--- src/rtl/time_of_day_counter.sv ---
// time_of_day_counter: 24-hour hh:mm:ss counter driven by a 1 Hz prescaler, with load, hold and tick strobes
module time_of_day_counter #(
  parameter int CLK_FREQ = 50000000,
  parameter int PRE_W    = 26
) (
  input  logic       clock,
  input  logic       reset,
  input  logic       update,
  input  logic       hold,
  input  logic [4:0] setHours,
  input  logic [5:0] setMinutes,
  input  logic [5:0] setSeconds,
  output logic [4:0] hours,
  output logic [5:0] minutes,
  output logic [5:0] seconds,
  output logic       secondTick,
  output logic       minuteTick,
  output logic       dayRollover,
  output logic       loadError
);
  logic [PRE_W-1:0] prescaler;
  logic tick, sec_wrap, min_wrap, hr_wrap;
  logic hours_bad, minutes_bad, seconds_bad;
  assign tick        = prescaler == PRE_W'(CLK_FREQ - 1);
  assign sec_wrap    = seconds == 6'd59;
  assign min_wrap    = minutes == 6'd59;
  assign hr_wrap     = hours == 5'd23;
  assign hours_bad   = setHours > 5'd23;
  assign minutes_bad = setMinutes > 6'd59;
  assign seconds_bad = setSeconds > 6'd59;
  always_ff @(posedge clock or negedge reset)
    if (!reset) begin
      prescaler   <= '0;
      hours       <= '0;
      minutes     <= '0;
      seconds     <= '0;
      secondTick  <= 1'b0;
      minuteTick  <= 1'b0;
      dayRollover <= 1'b0;
      loadError   <= 1'b0;
    end else begin
      secondTick  <= 1'b0;
      minuteTick  <= 1'b0;
      dayRollover <= 1'b0;
      if (update) begin
        hours     <= hours_bad ? '0 : setHours;
        minutes   <= minutes_bad ? '0 : setMinutes;
        seconds   <= seconds_bad ? '0 : setSeconds;
        prescaler <= '0;
        loadError <= loadError | hours_bad | minutes_bad | seconds_bad;
      end else if (!hold) begin
        prescaler <= tick ? '0 : prescaler + PRE_W'(1);
        if (tick) begin
          seconds     <= sec_wrap ? '0 : seconds + 6'd1;
          minutes     <= sec_wrap ? (min_wrap ? '0 : minutes + 6'd1) : minutes;
          hours       <= (sec_wrap && min_wrap) ? (hr_wrap ? '0 : hours + 5'd1) : hours;
          secondTick  <= 1'b1;
          minuteTick  <= sec_wrap;
          dayRollover <= sec_wrap && min_wrap && hr_wrap;
        end
      end
    end
endmodule

--- config.mk ---
export PLATFORM = sky130hd
export DESIGN_NAME = time_of_day_counter
export DESIGN_NICKNAME = d
export VERILOG_FILES = /design/src/rtl/time_of_day_counter.sv
export SDC_FILE = /design/constraint.sdc
export NUM_CORES = 1
export LEC_CHECK = 0
export CAP_MARGIN = 20
export CORE_AREA = 2 2 69 85
export CTS_CLUSTER_SIZE = 24
export DETAILED_ROUTE_END_ITERATION = 12
export DIE_AREA = 0 0 71 87
export PLACE_DENSITY_LB_ADDON = 0.08
export SLEW_MARGIN = 10
export SYNTH_ARGS = -nofsm -noshare
export SYNTH_HDL_FRONTEND = slang
export SYNTH_SLANG_ARGS = --single-unit
export TNS_END_PERCENT = 100
--- constraint.sdc ---
create_clock -name clock -period 2.15 [get_ports clock]
set_input_delay 0.43 -clock clock [delete_from_list [all_inputs] [get_ports clock]]
set_output_delay 0.43 -clock clock [all_outputs]
set_load 0.01 [all_outputs]
==> metrics.txt <==
outcome=finished, final reports clean; root buf cell=sky130_fd_sc_hd__clkbuf_8; first-pass GRT wire length=12.18 mm; maximum number of pins on one net before global-route repair=32; chip height=87 um; global-route total usage across every layer=24.79%; area of combinational cells with multiple inputs=0.001550 sq mm; Worst Slack Setup Final=131.8 ps; total wire length after detailed routing=7.165 mm; first-pass iteration count of the detailed router=4; post-synthesis sequential area ratio=41.78%; count of nets left with antenna violations after detail routing=0; endpoint kind of the worst setup timing path=flop; register area=0.001176 sq mm; power density cells=526.3 mW/mm^2; Post-Place Worst Slack=-0.8760 ps; HPWL after detailed placement=5.242 mm; TritonCTS clock tree=done; number of endpoints failing setup at the final stage=0; H-tree levels=2; slew at the pin with the worst max-slew slack=595.9 ps; largest fanout on the critical path=6; final global-route overflow total=0; clock net sink count=47; longest individual stage delay on the worst path=570 ps; post-route fraction of the period consumed by the critical path=93.87%; worst path cell trace=nand4_2, or4_4, or3_1, a21o_1, a31o_1; Data arrival, critical path=2220 ps; Fin. Hold Viols=0; vias per std cell=6.027; Detailed Route Iter0 Violations=207; max-cap violation count=0; normalized max-slew margin=60.19%; std cell rows=30; via count of the first global-routing pass=2539; Async S/R FF share, synth=100.0%; via count of the routed design=2634; fraction of layout instances using a drive strength above 1=10.99%; Min-Delay Path Class=in2async; per-instance average area after synthesis=8.825 sq um; standard cell core area=0.005443 sq mm; number of clock buffers inserted by TritonCTS=5; sort of element at the start of the critical path=flop; effective utilization at floorplan=51.72%; CTS Buffer Depth=2; Fin Clk Skew=8.092 ps; Final nets=397; average routed wire per standard cell=16.40 um; placed insts=428; Max Transition Viols Final=0; highest ir drop seen on vdd=265.1 uV; Mapped Area=0.002815 sq mm; die boundary width=71 um; RePlAce Congestion=0.8810; # diodes=0; area of the die=0.006177 sq mm; required time of the critical path=2350 ps; Primary FF master, synth=sky130_fd_sc_hd__dfrtp_1; Clock Latency Late Sink=310 ps; Post-synth EDFFs=0; number of placed I/O pins=42; synthesized netlist cell count=319; final standard cell count with taps included and fillers excluded=437; Area growth, synth to finish=24.80%; top achievable clock speed=495.5 MHz; I/O Buffers=41; slowest library cell on the worst path=sky130_fd_sc_hd__or4_4; Yosys cell types=56; leakage=1.418 nW; DRC=0; final-layout fill cell count=473; net count after synthesis=344; Syn. warnings=0; Setup CP Type=reg2reg; CTS clk-pin slew, worst paths=90 ps; min cycle time layout=2018 ps; initial antenna violation count=0; Yosys reg bits=47
Yosys cell counts, drive strengths merged, types with 2 or more instances:
| cell type | count | area [sq um] |
|---|---|---|
| a21o | 2 | 15.01 |
| a21oi | 15 | 75.07 |
| a2bb2oi | 2 | 17.52 |
| a31o | 2 | 17.52 |
| a31oi | 3 | 18.77 |
| a41oi | 2 | 17.52 |
| and2 | 4 | 25.02 |
| and3 | 9 | 58.80 |
| and4 | 4 | 36.29 |
| and4b | 3 | 30.03 |
| buf | 6 | 31.27 |
| clkbuf | 9 | 33.78 |
| dfrtp | 47 | 1176 |
| ha | 4 | 50.05 |
| inv | 7 | 26.28 |
| mux2i | 6 | 60.06 |
| nand2 | 26 | 97.59 |
| nand2b | 2 | 12.51 |
| nand3 | 27 | 140.1 |
| nand3b | 4 | 30.03 |
| nand4 | 15 | 100.1 |
| nor2 | 36 | 135.1 |
| nor2b | 2 | 12.51 |
| nor3 | 10 | 50.05 |
| nor3b | 3 | 22.52 |
| nor4 | 7 | 58.81 |
| nor4b | 3 | 26.28 |
| o211ai | 3 | 22.52 |
| o21ai | 15 | 75.07 |
| or2 | 2 | 12.51 |
| or3 | 2 | 13.77 |
| or4 | 6 | 48.80 |
| xnor2 | 10 | 87.58 |
| xor2 | 9 | 78.83 |
sequential cells by signal, summed over array words and instances (netlist names):
signal / flops
prescaler: 26
minutes: 6
seconds: 6
hours: 5
dayRollover: 1
loadError: 1
minuteTick: 1
secondTick: 1
stage by stage:
step,TNS [ps],hold slack [ps],total power [mW],util (%),cell area [sq um]
detailed placement,-0.8760,435.9,1.270,62.53,3403
floorplan,0,134.4,1.098,-,2815
global route,-3.717,115.9,1.930,64.55,3513
finish,0,96.83,1.849,64.55,3513
CTS,0,108.3,1.860,64.37,3503
global placement,0,438.3,1.264,62.53,3403
cells by family (layout without fill, tap and decap cells):
family / count (synthesis) / in the layout / share of synthesized area [%]
xor gates and xnor gates: 19 / 19 / 5.911
adders and majority gates: 4 / 4 / 1.778
DFF: 47 / 47 / 41.78
buffers and inverters: 22 / 76 / 3.244
AOI/OAI and AO/OA: 54 / 54 / 12.18
muxes: 6 / 6 / 2.133
and+or+nand+nor: 167 / 167 / 32.98
critical path: cells and delay by family, from the launching register on:
kind	cells	cell delay, ps
compound gates	2	390
simple gates	3	1060
flops	1	450
cells in the final DEF (no fill, tap or decap), types with 14 or more instances in the layout:
cell type                         Yosys  routed
sky130_fd_sc_hd__dfrtp_1             47      47
sky130_fd_sc_hd__clkdlybuf4s50_1      0      40
sky130_fd_sc_hd__nor2_1              36      36
sky130_fd_sc_hd__nand2_1             26      26
sky130_fd_sc_hd__nand3_1             26      26
sky130_fd_sc_hd__buf_4                2      18
sky130_fd_sc_hd__a21oi_1             15      15
sky130_fd_sc_hd__o21ai_0             15      15
sky130_fd_sc_hd__nand4_1             14      14
metal layers:
| metal | global-route usage (%) | vias up | share of wire [%] |
|---|---|---|---|
| met5 | 0 | - | 0 |
| met4 | 8.576 | 0 | 1.6 |
| met3 | 3.241 | 11 | 4.2 |
| met2 | 42.65 | 69 | 50 |
| met1 | 32.11 | 1274 | 44 |
| li1 | - | 1280 | - |
final cells by class:
| cell class | count | area share (%) |
|---|---|---|
| tap | 64 | 2.279 |
| clock buffer | 8 | 2.849 |
| multi-input combinational | 250 | 44.12 |
| sequential | 47 | 33.48 |
| inverter | 7 | 0.7479 |
| timing repair buffer | 61 | 16.52 |
where the power goes:
| group | internal (mW) | switching (mW) | leakage (nW) |
|---|---|---|---|
| Sequential | 0.917 | 0.0473 | 0.616 |
| Combinational | 0.152 | 0.137 | 0.751 |
| Clock | 0.294 | 0.302 | 0.0515 |
| Total | 1.36 | 0.486 | 1.42 |
path summary, 6_finish.rpt:
kind,startpoint,to,slack [ps],cells after the start
setup / recovery,prescaler[3],prescaler[25],130,5
hold / removal,reset,prescaler[20],100,1
setup reg to reg,prescaler[3],prescaler[25],130,5
hold reg to reg,loadError,loadError,470,1
max in group asynchronous,reset,prescaler[25],1520,2
min in group clock,loadError,loadError,470,1
timing repair:
item                                   CTS  global route
endpoints found under the hold margin    0             0
buffers inserted                         0             1
resized for setup                        0             2
hold buffers                             0             0
setup endpoints to repair                0             5
Power figures use the tool's default switching activity.
